$ cat src/rtl/min_sec_timer_if.sv
// Control and display bundle for min_sec_timer.
// MIN_SEC_TIMER_LAP_EN adds the lap pulse and lap_active status.
interface min_sec_timer_if;
   logic        start_stop;
   logic        load;
   logic [15:0] load_val;
   logic        count_down;
   logic [3:0]  d1_min;
   logic [3:0]  d0_min;
   logic [3:0]  d1_sec;
   logic [3:0]  d0_sec;
   logic        running;
   logic        done;
   logic        load_err;
`ifdef MIN_SEC_TIMER_LAP_EN
   logic        lap;
   logic        lap_active;

   modport master (
      output start_stop, load, load_val, count_down, lap,
      input  d1_min, d0_min, d1_sec, d0_sec, running, done, load_err, lap_active
   );
   modport slave (
      input  start_stop, load, load_val, count_down, lap,
      output d1_min, d0_min, d1_sec, d0_sec, running, done, load_err, lap_active
   );
`else
   modport master (
      output start_stop, load, load_val, count_down,
      input  d1_min, d0_min, d1_sec, d0_sec, running, done, load_err
   );
   modport slave (
      input  start_stop, load, load_val, count_down,
      output d1_min, d0_min, d1_sec, d0_sec, running, done, load_err
   );
`endif
endinterface

$ cat src/rtl/min_sec_timer.sv
// MM:SS BCD up/down timer with run/pause/done control and validated BCD load.
// Optional lap freeze of the displayed digits when MIN_SEC_TIMER_LAP_EN is defined.
module min_sec_timer #(
   parameter int unsigned CYC_PER_SEC = 100000000,
   parameter int unsigned MAX_MIN     = 59,
   parameter bit          WRAP        = 1'b1
) (
   input logic            clk,
   input logic            rst,
   min_sec_timer_if.slave bus
);
   localparam int unsigned     PW       = $clog2(CYC_PER_SEC);
   localparam logic [PW-1:0]   PresLast = PW'(CYC_PER_SEC - 1);
   localparam logic [3:0]      MaxTens  = 4'(MAX_MIN / 10);
   localparam logic [3:0]      MaxOnes  = 4'(MAX_MIN % 10);

   typedef enum logic [1:0] {StIdle, StRun, StPause, StDone} state_e;

   state_e        state_q;
   logic [PW-1:0] presc_q;
   logic          down_q;
   logic [3:0]    m1_q, m0_q, s1_q, s0_q;
   logic          done_q, load_err_q;
`ifdef MIN_SEC_TIMER_LAP_EN
   logic          lap_q;
   logic [15:0]   frz_q;
`endif

   logic [3:0] m1_n, m0_n, s1_n, s0_n;
   logic       term, is_zero, load_ok, ss;
   logic [3:0] lv_m1, lv_m0, lv_s1, lv_s0;

   assign {lv_m1, lv_m0, lv_s1, lv_s0} = bus.load_val;
   assign is_zero = (m1_q == 4'd0) && (m0_q == 4'd0) && (s1_q == 4'd0) && (s0_q == 4'd0);
   assign ss      = bus.start_stop && !bus.load;
   assign load_ok = (lv_m1 <= 4'd9) && (lv_m0 <= 4'd9) && (lv_s1 <= 4'd5) && (lv_s0 <= 4'd9) &&
                    ((lv_m1 < MaxTens) || ((lv_m1 == MaxTens) && (lv_m0 <= MaxOnes)));

   // Next digit values for a one-second step; term flags the terminal count.
   always_comb begin
      {m1_n, m0_n, s1_n, s0_n} = {m1_q, m0_q, s1_q, s0_q};
      term = 1'b0;
      if (down_q) begin
         if (is_zero || ((m1_q == 4'd0) && (m0_q == 4'd0) && (s1_q == 4'd0) && (s0_q == 4'd1))) begin
            term = 1'b1;
            {m1_n, m0_n, s1_n, s0_n} = 16'h0000;
         end else if (s0_q != 4'd0) begin
            s0_n = s0_q - 4'd1;
         end else begin
            s0_n = 4'd9;
            if (s1_q != 4'd0) begin
               s1_n = s1_q - 4'd1;
            end else begin
               s1_n = 4'd5;
               if (m0_q != 4'd0) begin
                  m0_n = m0_q - 4'd1;
               end else begin
                  m0_n = 4'd9;
                  m1_n = m1_q - 4'd1;
               end
            end
         end
      end else begin
         if ((m1_q == MaxTens) && (m0_q == MaxOnes) && (s1_q == 4'd5) && (s0_q == 4'd9)) begin
            term = 1'b1;
            if (WRAP) {m1_n, m0_n, s1_n, s0_n} = 16'h0000;
         end else if (s0_q != 4'd9) begin
            s0_n = s0_q + 4'd1;
         end else begin
            s0_n = 4'd0;
            if (s1_q != 4'd5) begin
               s1_n = s1_q + 4'd1;
            end else begin
               s1_n = 4'd0;
               if (m0_q != 4'd9) begin
                  m0_n = m0_q + 4'd1;
               end else begin
                  m0_n = 4'd0;
                  m1_n = m1_q + 4'd1;
               end
            end
         end
      end
   end

   always_ff @(posedge clk or posedge rst) begin
      if (rst) begin
         state_q    <= StIdle;
         presc_q    <= '0;
         down_q     <= 1'b0;
         {m1_q, m0_q, s1_q, s0_q} <= 16'h0000;
         done_q     <= 1'b0;
         load_err_q <= 1'b0;
`ifdef MIN_SEC_TIMER_LAP_EN
         lap_q      <= 1'b0;
         frz_q      <= 16'h0000;
`endif
      end else begin
         done_q     <= 1'b0;
         load_err_q <= 1'b0;
         if (bus.load && load_ok) begin
            {m1_q, m0_q, s1_q, s0_q} <= bus.load_val;
            down_q  <= bus.count_down;
            state_q <= StIdle;
            presc_q <= '0;
`ifdef MIN_SEC_TIMER_LAP_EN
            lap_q   <= 1'b0;
`endif
         end else begin
            load_err_q <= bus.load;
`ifdef MIN_SEC_TIMER_LAP_EN
            if (bus.lap) begin
               if (lap_q) begin
                  lap_q <= 1'b0;
               end else if (state_q == StRun) begin
                  lap_q <= 1'b1;
                  frz_q <= {m1_q, m0_q, s1_q, s0_q};
               end
            end
`endif
            unique case (state_q)
               StRun: begin
                  if (presc_q == PresLast) begin
                     {m1_q, m0_q, s1_q, s0_q} <= {m1_n, m0_n, s1_n, s0_n};
                     presc_q <= '0;
                     done_q  <= term;
                     if (term && (down_q || !WRAP)) state_q <= StDone;
                     else if (ss)                   state_q <= StPause;
                  end else begin
                     presc_q <= presc_q + 1'b1;
                     if (ss) state_q <= StPause;
                  end
               end
               // A finished countdown sitting at 00:00 cannot be restarted.
               StDone: begin
                  if (ss && !(down_q && is_zero)) begin
                     state_q <= StRun;
                     presc_q <= '0;
                  end
               end
               default: begin
                  if (ss) begin
                     state_q <= StRun;
                     presc_q <= '0;
                  end
               end
            endcase
         end
      end
   end

`ifdef MIN_SEC_TIMER_LAP_EN
   assign {bus.d1_min, bus.d0_min, bus.d1_sec, bus.d0_sec} =
      lap_q ? frz_q : {m1_q, m0_q, s1_q, s0_q};
   assign bus.lap_active = lap_q;
`else
   assign {bus.d1_min, bus.d0_min, bus.d1_sec, bus.d0_sec} = {m1_q, m0_q, s1_q, s0_q};
`endif
   assign bus.running  = (state_q == StRun);
   assign bus.done     = done_q;
   assign bus.load_err = load_err_q;
endmodule
$ cat src/flat_wrapper.sv
// flat-port wrapper written by rule: the top's interface ports become plain ports
module min_sec_timer_flat 
#(
   parameter int unsigned CYC_PER_SEC = 100000000,
   parameter int unsigned MAX_MIN     = 59,
   parameter bit          WRAP        = 1'b1
)
  (clk, rst, bus_start_stop, bus_load, bus_load_val, bus_count_down, bus_d1_min, bus_d0_min, bus_d1_sec, bus_d0_sec, bus_running, bus_done, bus_load_err);
  min_sec_timer_if bus_i ();
  input logic clk;
  input logic rst;
  input wire logic [$bits(bus_i.start_stop)-1:0] bus_start_stop;
  input wire logic [$bits(bus_i.load)-1:0] bus_load;
  input wire logic [$bits(bus_i.load_val)-1:0] bus_load_val;
  input wire logic [$bits(bus_i.count_down)-1:0] bus_count_down;
  output wire logic [$bits(bus_i.d1_min)-1:0] bus_d1_min;
  output wire logic [$bits(bus_i.d0_min)-1:0] bus_d0_min;
  output wire logic [$bits(bus_i.d1_sec)-1:0] bus_d1_sec;
  output wire logic [$bits(bus_i.d0_sec)-1:0] bus_d0_sec;
  output wire logic [$bits(bus_i.running)-1:0] bus_running;
  output wire logic [$bits(bus_i.done)-1:0] bus_done;
  output wire logic [$bits(bus_i.load_err)-1:0] bus_load_err;
  assign bus_i.start_stop = bus_start_stop;
  assign bus_i.load = bus_load;
  assign bus_i.load_val = bus_load_val;
  assign bus_i.count_down = bus_count_down;
  assign bus_d1_min = bus_i.d1_min;
  assign bus_d0_min = bus_i.d0_min;
  assign bus_d1_sec = bus_i.d1_sec;
  assign bus_d0_sec = bus_i.d0_sec;
  assign bus_running = bus_i.running;
  assign bus_done = bus_i.done;
  assign bus_load_err = bus_i.load_err;
  min_sec_timer #(.CYC_PER_SEC(CYC_PER_SEC), .MAX_MIN(MAX_MIN), .WRAP(WRAP)) u_core (.clk(clk), .rst(rst), .bus(bus_i));
endmodule
$ cat config.mk
export PLATFORM = sky130hd
export DESIGN_NAME = min_sec_timer_flat
export DESIGN_NICKNAME = d
export VERILOG_FILES = /design/src/rtl/min_sec_timer_if.sv /design/src/rtl/min_sec_timer.sv /design/src/flat_wrapper.sv
export SDC_FILE = /design/constraint.sdc
export NUM_CORES = 1
export LEC_CHECK = 0
export CAP_MARGIN = 15
export CORE_UTILIZATION = 60
export DETAILED_ROUTE_END_ITERATION = 6
export GPL_TIMING_DRIVEN = 0
export PLACE_DENSITY_LB_ADDON = 0.3
export SYNTH_ARGS = -nofsm -noshare
export SYNTH_HDL_FRONTEND = slang
export SYNTH_SLANG_ARGS = --single-unit
$ cat constraint.sdc
create_clock -name clk -period 7.4 [get_ports clk]
set_clock_uncertainty 0.2 [all_clocks]
set_input_delay 0.74 -clock clk [delete_from_list [all_inputs] [get_ports clk]]
set_output_delay 0.74 -clock clk [all_outputs]
set_load 0.01 [all_outputs]
==> impl_results.rst <==
.. list-table::
   :header-rows: 1

   * - Metric
     - Value
   * - Power per cell area
     - 219.4 nW/µm²
   * - Deepest level of the CTS H-tree
     - 2
   * - Area added between synthesis and finish
     - 17.34%
   * - Count of standard-cell rows
     - 27
   * - Clock slew seen by the registers of the worst setup and hold paths
     - 100 ps
   * - Startpoint Class
     - input pin
   * - Initial cell density of the core
     - 0.6330
   * - Number of iterations in the first detailed-routing pass
     - 5
   * - Standby leakage power
     - 0.001636 µW
   * - Ant. Diodes
     - 0
   * - Placed cell areas
     - 4050 µm²
   * - Ratio of final minimum period to clock period
     - 0.4427
   * - Reg-to-reg setup timing slack
     - 4190 ps
   * - Total wirelength of the detailed-routed design
     - 9.395 mm
   * - Placeable core region
     - 5608 µm²
   * - R2R Path End
     - u_core.presc_q[3]$_DFFE_PP0P_
   * - Number of clock buffers inserted by TritonCTS
     - 5
   * - Final critical path time including I/O delays and setup
     - 3276 ps
   * - WP data required
     - 7440 ps
   * - Setup Viol. Count Final
     - 0
   * - Synthesis-stage register bit count
     - 48
   * - Number of hold-repair buffers added at the cts stage
     - 0
   * - Count of clock tree sinks
     - 48
   * - Slew headroom
     - 0.5819
   * - Number of global-route vias before repair
     - 3351
   * - Leftover overflow at the end of global routing
     - 0
   * - Largest net degree at the start of global routing
     - 38
   * - Largest stage delay on the critical path
     - 540 ps
   * - Fillcell total
     - 431
   * - Fraction of final layout cells with drive strength greater than 1
     - 0.09328
   * - Global-route wire length before repair
     - 15.94 mm
   * - Number of vias in the routed layout
     - 3570
   * - Post-Syn Instances
     - 413
   * - Post-detailed-placement half-perimeter wirelength
     - 6.861 mm
   * - Final critical-path setup slack
     - 4124 ps
   * - Final sum of negative setup slack
     - 0 ps
   * - Fraction of registers with async set or reset after synthesis
     - 1.000
   * - Storage element area
     - 1201 µm²
   * - Post-placement cell count
     - 525
   * - Type of the worst setup path
     - input pin to flip-flop
   * - Number of nets still failing antenna checks after routing
     - 0
   * - Worst min path class
     - flip-flop to flip-flop
   * - Combined area of the multi-input logic cells
     - 2150 µm²
   * - Initial detailed-routing violation count
     - 328
   * - Post-Syn Area
     - 3550 µm²
   * - Max-cap violation count
     - 0
   * - Net count reported at finish
     - 492
   * - Post-route cell area
     - 4165 µm²
   * - Total count of hold-check failures in the final report
     - 0
   * - Worst setup EP type
     - flip-flop
   * - Unrepaired setup endpoints after global routing
     - no
   * - Sequential cell area fraction in the yosys report
     - 0.3384
   * - Post-synth cell types
     - 68
   * - Cell type of the slowest stage on the worst timing path
     - a211oi_1
   * - Slew @ Worst Pin
     - 624.5 ps
   * - Sequence of cells on the critical path
     - clkdlybuf4s50_1 -> a211oi_1 -> and4_1 -> buf_2 -> o311ai_2 -> buf_4 -> or4_1 -> a21oi_1
   * - DIE HEIGHT
     - 78.92 µm
   * - Post-route DRC
     - 0
   * - Top-level I/O count
     - 40
   * - Worst-skew pair later-pin latency
     - 310 ps
   * - Peak VDD IR
     - 0.1689 mV
   * - Buffer type at the clock tree root
     - clkbuf_8
   * - Buffers inserted by post-CTS timing repair
     - 0
   * - Count of input and output buffers
     - 39
   * - Initial antenna violation count
     - 0
   * - Routability congestion estimate
     - 0.9467
   * - Max clock buf depth
     - 2
   * - R2r startpoint
     - u_core.bus.d0_min[0]$_DFFE_PP0P_
   * - Final standard cell count with taps included and fillers excluded
     - 533
   * - Most used DFF post-synth
     - dfrtp_1
   * - Mean post-synth cell area
     - 8.595 µm²
   * - Die area
     - 6228 µm²
   * - Maximum clock rate
     - 305.3 MHz
   * - End of the critical path
     - u_core.presc_q[14]$_DFFE_PP0P_
   * - CTS tree
     - done
   * - Number of vias per cell after detailed routing
     - 6.698
   * - PostCTS Resize Cnt
     - 0
   * - Most common cell after layout, fill and taps aside
     - dfrtp_1
   * - Worst slack at placement
     - 3838 ps
   * - Arr. time, crit path
     - 3320 ps
   * - Sum of internal, switching and leakage power
     - 913.8 µW
   * - Number of warnings issued by yosys
     - 0
   * - Number of nets in the synthesized netlist
     - 445
   * - GRT Overall Usage
     - 0.3266
   * - Top fanout value on the critical path
     - 10
   * - Average routed wire per standard cell
     - 17.63 µm
   * - Most used cells in the layout excluding fill and tap cells
     - 48 x dfrtp_1, 39 x clkdlybuf4s50_1, 36 x nand2_1, 33 x a21oi_1, 23 x o21ai_0
   * - Final Slew Violations
     - 0
   * - Outcome
     - finished clean
   * - Launch point of the critical path
     - bus_load_val[6]
   * - Number of cells on the worst reg-to-reg path
     - 9
   * - Die extent in x
     - 78.92 µm
   * - Count of flip-flops with a built-in enable after synthesis
     - 0
[worst max-delay path: cells and delay by family]
kind            cells  cell delay (ps)
simple gates        2              760
compound gates      3              930
buf+inv             3              900
[per-stage QoR]
stage	utilization	hold slack (ps)
after floorplan	-	258.1
after global placement	0.7187	277.7
after detailed placement	0.7222	288.9
after CTS	0.7427	312.3
after global routing	0.7427	329.9
final	0.7427	305.1
[cell usage after synthesis, types with 3 or more instances]
cell	instances	area share
a211oi_1	5	0.011
a21o_1	4	0.0085
a21oi_1	33	0.047
a31oi_1	9	0.016
a41oi_1	3	0.0074
and3_1	5	0.0088
and4_1	7	0.017
buf_2	6	0.0085
buf_4	3	0.0063
clkbuf_1	14	0.015
dfrtp_1	48	0.34
ha_1	11	0.039
inv_1	21	0.022
nand2_1	36	0.038
nand2b_1	6	0.011
nand3_1	17	0.024
nand3b_1	6	0.013
nand4_1	11	0.019
nor2_1	17	0.018
nor2b_1	5	0.0088
nor3_1	10	0.014
nor3b_1	3	0.0063
nor4_1	3	0.0053
o211ai_1	5	0.011
o21ai_0	23	0.032
o22ai_1	3	0.0053
o31ai_1	15	0.032
o31ai_2	3	0.011
or2_2	4	0.0070
or3_1	12	0.021
or4_1	12	0.025
xor2_1	5	0.012
[kinds of logic after synthesis]
kind of cell    count (synthesis)  share of synthesized area
mux                             4                    0.01198
fa+ha+maj                      11                    0.03877
flops                          48                     0.3384
compound gates                130                     0.2545
xor+xnor                        5                    0.01234
buf+inv                        46                    0.05604
simple gates                  169                     0.2880
[cell type report]
type | count | share of cell area
repair buffers | 40 | 0.09853
clock buffers | 5 | 0.01652
flip-flops and latches | 48 | 0.2884
plain buffers | 25 | 0.02884
well taps | 72 | 0.02163
inverters | 21 | 0.01892
multi-input cells | 319 | 0.5161
clock inverters | 3 | 0.01111
[where the power goes]
| part | total [µW] | internal [µW] | switching (µW) |
|---|---|---|---|
| registers | 349 | 295 | 53.4 |
| clock network | 202 | 102 | 99.6 |
| logic | 364 | 167 | 196 |
[flip-flops by register name, indices dropped and copies added (netlist names)]
signal and count:
u_core.down_q 1, u_core.bus.d0_sec 4, u_core.presc_q 27, u_core.bus.load_err 1, u_core.bus.d1_sec 4, u_core.state_q 2, u_core.bus.done 1, u_core.bus.d1_min 4
u_core.bus.d0_min 4
[layer usage]
layer | wire [µm] | track usage
met1 | 4240 | 0.4459
met2 | 4344 | 0.5157
met3 | 648 | 0.07471
met4 | 161 | 0.1018
met5 | 0 | 0
[how the worst min path moves through the flow]
stage                                        startpoint                             to  slack, ps  depth (start not counted)
after global routing      u_core.state_q[1]$_DFFE_PP0P_  u_core.state_q[1]$_DFFE_PP0P_        330                          2
final                     u_core.state_q[1]$_DFFE_PP0P_  u_core.state_q[1]$_DFFE_PP0P_        310                          2
after global placement    u_core.state_q[1]$_DFFE_PP0P_  u_core.state_q[1]$_DFFE_PP0P_        280                          2
after detailed placement  u_core.state_q[1]$_DFFE_PP0P_  u_core.state_q[1]$_DFFE_PP0P_        290                          2
after CTS                 u_core.state_q[1]$_DFFE_PP0P_  u_core.state_q[1]$_DFFE_PP0P_        310                          2
after floorplan           u_core.state_q[1]$_DFFE_PP0P_  u_core.state_q[1]$_DFFE_PP0P_        260                          2
(Power assumes the default switching activity.)
